--- src/rtl/ahb_slave_mem.sv ---
// ahb_slave_mem: word-addressed 32-bit register-file slave on the simplified AHB bus.
// One instance per slave slot, selected when sel == SLAVE_ID and hready is high.
// Reads are registered (hrdata updates on the completing edge). WAIT_STATES adds
// a programmable number of stall cycles before the access is committed.
// Optional feature macro: AHB_SLAVE_ERR_EN. When defined, a hit whose address has
// any bit set above the word index returns a two-cycle error response (ERR1/ERR2).
// When undefined, hresp is tied low and the upper address bits alias.

module ahb_slave_mem #(
    parameter logic [3:0] SLAVE_ID    = 4'b0001,
    parameter int         ADDR_WIDTH  = 6,
    parameter int         WAIT_STATES = 0
) (
    input  logic        hclk,
    input  logic        hresetn,
    input  logic [3:0]  sel,
    input  logic [31:0] haddr,
    input  logic        hwrite,
    input  logic        hready,
    input  logic [31:0] hwdata,
    output logic [31:0] hrdata,
    output logic        hreadyout,
    output logic        hresp
);

    localparam int DATA_W = 32;
    localparam int DEPTH  = 2 ** ADDR_WIDTH;

    // Counter reload: the hit edge itself accounts for one of the WAIT_STATES+1 cycles.
    localparam logic [3:0] WS_LOAD = (WAIT_STATES > 0) ? 4'(WAIT_STATES - 1) : 4'd0;

`ifdef AHB_SLAVE_ERR_EN
    typedef enum logic [1:0] {
        S_IDLE = 2'd0,
        S_WAIT = 2'd1,
        S_ERR1 = 2'd2,
        S_ERR2 = 2'd3
    } state_t;
`else
    typedef enum logic [1:0] {
        S_IDLE = 2'd0,
        S_WAIT = 2'd1
    } state_t;
`endif

    state_t state, state_nxt;

    logic [3:0]            wcnt, wcnt_nxt;
    logic                  rdy_nxt;
    logic                  hit;
    logic [ADDR_WIDTH-1:0] word_in;

    // Access latched at the hit edge when wait states are configured
    logic [ADDR_WIDTH-1:0] lat_word;
    logic                  lat_write;
    logic [DATA_W-1:0]     lat_wdata;
    logic                  lat_en;

    // The access that commits at the current edge, from the bus or from the latch
    logic                  acc_en;
    logic [ADDR_WIDTH-1:0] acc_word;
    logic                  acc_write;
    logic [DATA_W-1:0]     acc_wdata;

    logic [DATA_W-1:0]     mem_rd [DEPTH];

    // Byte-lane bits never take part in decoding; upper bits only matter with the error check
    logic                  unused_addr;
    assign unused_addr = ^{haddr[1:0], haddr[31:ADDR_WIDTH+2]};

    assign hit     = hready && (sel == SLAVE_ID);
    assign word_in = haddr[ADDR_WIDTH+1:2];

`ifdef AHB_SLAVE_ERR_EN
    logic addr_err;
    logic resp_nxt;
    assign addr_err = |haddr[31:ADDR_WIDTH+2];
`endif

    // State register plus the registered handshake outputs; reset drops any pending access
    always_ff @(posedge hclk or negedge hresetn) begin
        if (!hresetn) begin
            state     <= S_IDLE;
            wcnt      <= 4'd0;
            hreadyout <= 1'b1;
`ifdef AHB_SLAVE_ERR_EN
            hresp     <= 1'b0;
`endif
        end else begin
            state     <= state_nxt;
            wcnt      <= wcnt_nxt;
            hreadyout <= rdy_nxt;
`ifdef AHB_SLAVE_ERR_EN
            hresp     <= resp_nxt;
`endif
        end
    end

`ifndef AHB_SLAVE_ERR_EN
    assign hresp = 1'b0;
`endif

    // Next-state decode: selects the committing access and the next handshake values
    always_comb begin
        state_nxt = state;
        wcnt_nxt  = wcnt;
        rdy_nxt   = 1'b1;
        lat_en    = 1'b0;
        acc_en    = 1'b0;
        acc_word  = word_in;
        acc_write = hwrite;
        acc_wdata = hwdata;
`ifdef AHB_SLAVE_ERR_EN
        resp_nxt  = 1'b0;
`endif
        case (state)
            S_IDLE: begin
                if (hit) begin
`ifdef AHB_SLAVE_ERR_EN
                    if (addr_err) begin
                        state_nxt = S_ERR1;
                        rdy_nxt   = 1'b0;
                        resp_nxt  = 1'b1;
                    end else
`endif
                    if (WAIT_STATES == 0) begin
                        acc_en = 1'b1;
                    end else begin
                        lat_en    = 1'b1;
                        wcnt_nxt  = WS_LOAD;
                        rdy_nxt   = 1'b0;
                        state_nxt = S_WAIT;
                    end
                end
            end
            S_WAIT: begin
                acc_word  = lat_word;
                acc_write = lat_write;
                acc_wdata = lat_wdata;
                if (wcnt == 4'd0) begin
                    acc_en    = 1'b1;
                    state_nxt = S_IDLE;
                end else begin
                    wcnt_nxt = wcnt - 4'd1;
                    rdy_nxt  = 1'b0;
                end
            end
`ifdef AHB_SLAVE_ERR_EN
            S_ERR1: begin
                resp_nxt  = 1'b1;
                state_nxt = S_ERR2;
            end
            S_ERR2: begin
                state_nxt = S_IDLE;
            end
`endif
            default: begin
                state_nxt = S_IDLE;
            end
        endcase
    end

    // Capture the write flag at the hit edge; bus inputs are ignored afterwards
    always_ff @(posedge hclk or negedge hresetn) begin
        if (!hresetn) begin
            lat_write <= 1'b0;
        end else if (lat_en) begin
            lat_write <= hwrite;
        end
    end

    // Capture word index and write data at the hit edge
    always_ff @(posedge hclk) begin
        if (lat_en) begin
            lat_word  <= word_in;
            lat_wdata <= hwdata;
        end
    end

    // Storage: one register per word, cleared by reset, written by the committing access
    for (genvar i = 0; i < DEPTH; i++) begin : g_word
        logic [DATA_W-1:0] word_q;

        always_ff @(posedge hclk or negedge hresetn) begin
            if (!hresetn) begin
                word_q <= '0;
            end else if (acc_en && acc_write && (acc_word == ADDR_WIDTH'(i))) begin
                word_q <= acc_wdata;
            end
        end

        assign mem_rd[i] = word_q;
    end

    // Registered read data; holds its value whenever no read commits
    always_ff @(posedge hclk or negedge hresetn) begin
        if (!hresetn) begin
            hrdata <= '0;
        end else if (acc_en && !acc_write) begin
            hrdata <= mem_rd[acc_word];
        end
    end

endmodule
--- config.mk ---
export PLATFORM = sky130hd
export DESIGN_NAME = ahb_slave_mem
export DESIGN_NICKNAME = d
export VERILOG_FILES = /design/src/rtl/ahb_slave_mem.sv
export SDC_FILE = /design/constraint.sdc
export NUM_CORES = 2
export LEC_CHECK = 0
export ABC_AREA = 1
export BUFFER_PORTS_ARGS = -buffer_cell sky130_fd_sc_hd__buf_2
export CELL_PAD_IN_SITES_DETAIL_PLACEMENT = 1
export CELL_PAD_IN_SITES_GLOBAL_PLACEMENT = 1
export CORE_MARGIN = 2
export CORE_UTILIZATION = 35
export CTS_BUF_LIST = sky130_fd_sc_hd__clkbuf_2 sky130_fd_sc_hd__clkbuf_4 sky130_fd_sc_hd__clkbuf_8
export DETAILED_ROUTE_END_ITERATION = 12
export PLACE_DENSITY_LB_ADDON = 0.12
export SLEW_MARGIN = 40
export SYNTH_ARGS = -nofsm -noshare
export SYNTH_HDL_FRONTEND = slang
export SYNTH_SLANG_ARGS = --single-unit
--- constraint.sdc ---
create_clock -name hclk -period 1.3 [get_ports hclk]
set_input_delay 0.195 -clock hclk [delete_from_list [all_inputs] [get_ports hclk]]
set_output_delay 0.195 -clock hclk [all_outputs]
set_load 0.02 [all_outputs]
## Word-level counts from Yosys, hierarchy flattened

Cells that the tools add are included.
Widths: inputs -> output; s select.

| storage, ports and cells | value |
|---|---|
| flip-flop bits (word level) | 2,087 |
| latch bits | 0 |
| RAM bits | 0 |
| bits in read-only memories | 0 |
| output and inout bits | 34 |
| logic and storage cells | 224 |
| memories | 0 |

| cells by class | value |
|---|---|
| $add $sub $neg | 1 |
| $mul | 0 |
| divide/modulo/power cells | 0 |
| magnitude comparators | 1 |
| equal/unequal tests | 66 |
| shift operators | 0 |
| muxes and demuxes | 12 |
| bitwise gates (word level) | 3 |
| reduce and logical (&&, ||, !) cells | 73 |

Operator list:

| cell | number |
|---|---|
| $bmux 32 s6 | 1 |
| $eq 6x6->1 const B | 32 |
| $eq 6x5->1 const B | 16 |
| $mux 32 | 3 |
| $logic_and 1x1->1 | 67 |
| $eq 6x4->1 const B | 8 |
| $eq 6x3->1 const B | 4 |
| $eq 6x2->1 const B | 2 |
| $ge 7x7->1 const B | 1 |
| $not 6->7 | 1 |
| $eq 6x1->1 const B | 1 |
| $logic_not 6->1 | 1 |
| $mux 6 | 1 |
| $eq 4x1->1 const B | 1 |
| $logic_not 4->1 | 1 |
| $mux 1 | 4 |
| $pmux 2 s2 | 1 |
| $reduce_and 2->1 | 2 |
| $sub 4x1->4 const B | 1 |
| $eq 2x1->1 const B | 1 |
| $logic_not 2->1 | 1 |
| $mux 2 | 1 |
| $ne 2x2->1 const B | 1 |
| $not 1->1 | 2 |
| 2 further kinds | 2 |

## Depth between registers and ports, before layout

| depth | value |
|---|---|
| word-level depth | 6 |
| mapped depth | 13 |

## Worst setup path before layout

OpenSTA, ideal clock, no wires.

| timing | value |
|---|---|
| path kind | in2reg |
| from | input haddr[3] |
| to | register g_word[58].word_q[10] |
| library setup time | 135 ps |
| arrival time | 1,515 ps |
| required time | 1,165 ps |
| setup slack | -350 ps |
| stages | 9 |
| buffers on the path | 4 |
| cells stage by stage | buf_2 > inv_2 > nor2_8 > buf_4 > buf_4 > nand4_4 > clkbuf_1 > nand2_1 > o21ai_0 |

| on the way | value |
|---|---|
| word-level cells in the longest chain between the ends | 3 |

RTL lines:

| element | RTL line | source |
|---|---|---|
| from (decl) | 17 | `input logic [31:0] haddr,` |
| $mux 6 | 116 | `case (state)` |
| $eq 6x6->1 | 187 | `end else if (acc_en && acc_write && (acc_word == ADDR_WIDTH'(i))) begin` |
| $logic_and 1x1->1 | 187 |  |
| to (signal assigned) | 188 | `word_q <= acc_wdata;` |
| to (decl) | 182 | `logic [DATA_W-1:0] word_q;` |

Every way passes these cells. The select of a mux whose other input is x is not followed.
A chain may end at the register's enable or synchronous reset.

## Worst setup path in the final report

| timing | value |
|---|---|
| from | register hrdata[14] |
| to | output hrdata[14] |

RTL lines:

| element | RTL line | source |
|---|---|---|
| from (decl) | 21 | `output logic [31:0] hrdata,` |
| from (signal assigned) | 200 | `hrdata <= mem_rd[acc_word];` |

No word-level cell between the ends.

==> metrics.txt <==
all-layer global routing usage 27.75%; pre-CTS WS -1.565 ns; Initial Util 35.12%; RSZ-0062 raised after global routing true; violated checks hold timing, setup timing; Hold Path Class input port to register; Layout area overhead 25.44%; site row count 192; worst path bufs/invs 1; Die X 527.5 µm; Max Buffers Root-to-Sink 4; Switching Power 38,180 µW; grt ovf 0; P per Cell Area 1208 nW/µm²; Static Leak 0.06042 µW; cell internal pwr 107,100 µW; critical setup path kind register to output port; post-DR vias/cell 5.122; count of cell types in the netlist 25; drt first pass iters 5; CTS sink count 2,080; pin count of the biggest net entering global routing 75; CP Cell Sequence buf_6; IO buf count 77; Filler Cell Count 32,600; Yosys top cell by area dfrtp_1; Seq pwr share 45.6%; CP arrival 1.78 ns; Worst-Margin Slew 0.5201 ns; syn nets 12,580; WHS Endpoint hrdata[17]$_DFFE_PN0P_; first-pass GRT wire length 593,000 µm; hold-fix buffers at CTS 48; max-cap violation count 0; share of cells above drive strength 1 17.45%; TritonCTS buffer count 387; DRC Markers 0; Clock Latency Late Sink 1.10 ns; Syn Area/Cell 7.667 µm²; Reg2Reg Setup Slack -0.25 ns; startpoint types register; Hold Vio Cnt, Final 10; via count 87,520; I/O pin count 106; RePlAce Congestion 0.8322; Fin Clk Skew 0.06722 ns; Hold Slack -0.1604 ns; relative slew slack 65.56%; Final WS setup -0.6793 ns; CTS clk-pin slew, worst paths 0.06 ns; Max Transition Viols Final 0; Hold Path Origin sel[2]; Routed WL per cell 22.80 µm; crit path max fanout 2; Crit Reg-Reg Endpoint hrdata[19]$_DFFE_PN0P_; Max VDD drop 955.9 µV; vias in the first global route 92,480; CP max stage delay 0.52 ns; H-tree depth 5; fmax 505.2 MHz; detailed placement HPWL 247,800 µm; Netlist Area Pre-Place 95,920 µm²; Post-Synthesis Cells 12,510; main area contributors after synthesis dfrtp_1 54%, nand2_1 26%, o21ai_1 6.8%; CP max stage cell dfrtp_2; Final Setup Violations 88; Reg2Reg Launch Point g_word[39].word_q[19]$_DFFE_PN0P_; initial antenna violation count 8; Synth Warn # 0; combinational cell fraction of total power 7.8%; sw frac 26.28%; CTS tree done; min cycle time layout 1.979 ns; Synth top area share 54.27%; final worst path period share 152.3%; post-detailed-route count of antenna-violating nets 0; synthesized flop and latch total 2,080; Setup crit end kind output port; DRT iter0 DRCs 5,726; CTS root buf clkbuf_8; Nets 13,280; Core Area 273,100 µm²; R2R cell count 10; CP top delay family flip-flops; register area share after synthesis 54.27%; worst hold stages 8; die height 527.5 µm; status finished with violations; clock share of power 46.5%; Die ar. 278,300 µm²; Post-Route WL 389,600 µm; Critical Path RT 1.11 ns
worst max path at each step:
stage,from,cells after the start,to,slack [ns]
2_1_floorplan,sel[1],9,g_word[21].word_q[23]$_DFFE_PN0P_,-0.30
3_3_place_gp,haddr[2],14,hrdata[19]$_DFFE_PN0P_,-1.74
3_5_place_dp,haddr[2],14,hrdata[10]$_DFFE_PN0P_,-1.56
4_1_cts,hrdata[14]$_DFFE_PN0P_,1,hrdata[14],-0.76
5_1_grt,hrdata[16]$_DFFE_PN0P_,2,hrdata[16],-0.73
6_report,hrdata[14]$_DFFE_PN0P_,1,hrdata[14],-0.68
synthesized netlist by cell type (all sizes together):
cell type	number
dfrtp	2080
buf	455
nand2	6768
nand3	161
nor2	76
nand4	88
o21ai	2208
conb	2
a21oi	32
nor4	1
inv	43
clkbuf	533
clkinv	32
or2	32
layout by cell type (no fill, tap or decap), types with 5 or more instances in the layout:
master,synthesis,layout
inv_6,0,5
diode_2,0,6
clkbuf_8,0,497
clkbuf_16,0,9
a21oi_1,32,29
o21ai_0,899,706
o21ai_4,0,23
nand4_1,32,32
inv_8,0,7
inv_1,37,35
dfrtp_1,2080,2061
clkbuf_4,0,123
clkinv_2,0,31
o21ai_1,1309,1427
nor2_4,1,17
nor2_2,2,18
nand3_4,0,16
buf_12,5,350
buf_2,399,42
nand2_2,0,115
clkinvlp_4,0,9
nand2_4,0,10
o21ai_2,0,52
nand2_1,6768,6643
or2_2,32,32
buf_4,13,784
inv_2,6,33
nand3_2,0,25
nor2_1,72,40
nand3_1,161,120
buf_6,2,64
nand4_4,43,56
dfrtp_2,0,19
dlygate4sd3_1,0,42
per-layer routing:
layer	up-vias	share of wire, %	global-route usage [%]
met5	-	0	0
met4	0	3.2	8.019
met3	564	3.4	2.699
met2	1524	48	47.14
met1	44340	46	37.49
li1	41090	-	-
per-stage QoR:
stage               TNS [ns]  cells  instance area [µm²]  total power (µW)  util, %
CTS                  -179.05  17020               119100            146900    43.59
finish                -22.65  17090               120300            145300    44.05
detailed placement  -1579.03  16280               109300             78200    40.01
global placement    -1526.14  16280               109300             78030    40.01
floorplan            -534.04  12510                96980             70930        -
global route          -27.90  17090               120300            150600    44.05
flip-flops by register name, indices dropped and copies added (netlist names):
| signal | cells |
|---|---|
| hrdata | 32 |
| g_word.word_q | 2048 |
power by group through the flow:
stage,Combinational [µW],Clock (µW),Sequential [µW]
global route,12200,72100,66300
global placement,10700,0,67300
floorplan,3640,0,67300
finish,11400,67600,66300
CTS,11400,69300,66300
detailed placement,10900,0,67300
logic make-up (layout without fill, tap and decap cells):
family          after synthesis  count (layout)  synth area share (%)
buf+inv                    1063            2044                 4.832
flops                      2080            2080                 54.27
simple gates               7126            7126                 29.21
compound gates             2240            2240                 11.69
other cells                   2               8              0.007830
final cells by class:
type	instances	area (µm²)	area share, %
inverters	75	344.1	0.2860
diodes	6	15.01	0.01248
multi-input cells	9368	40670	33.80
clock inverters	51	375.4	0.3120
clock buffers	620	7764	6.453
well taps	3589	4491	3.732
flip-flops and latches	2080	52070	43.28
repair buffers	1298	14590	12.12
what timing repair did:
item                                     CTS  global route
buffers inserted                          21            59
pin swaps                                152           164
resized for setup                        381           189
endpoints found under the setup margin    64          2235
gates cloned                               0             9
endpoints found under the hold margin   4160            11
No activity file was read; power rests on OpenSTA's default activity.
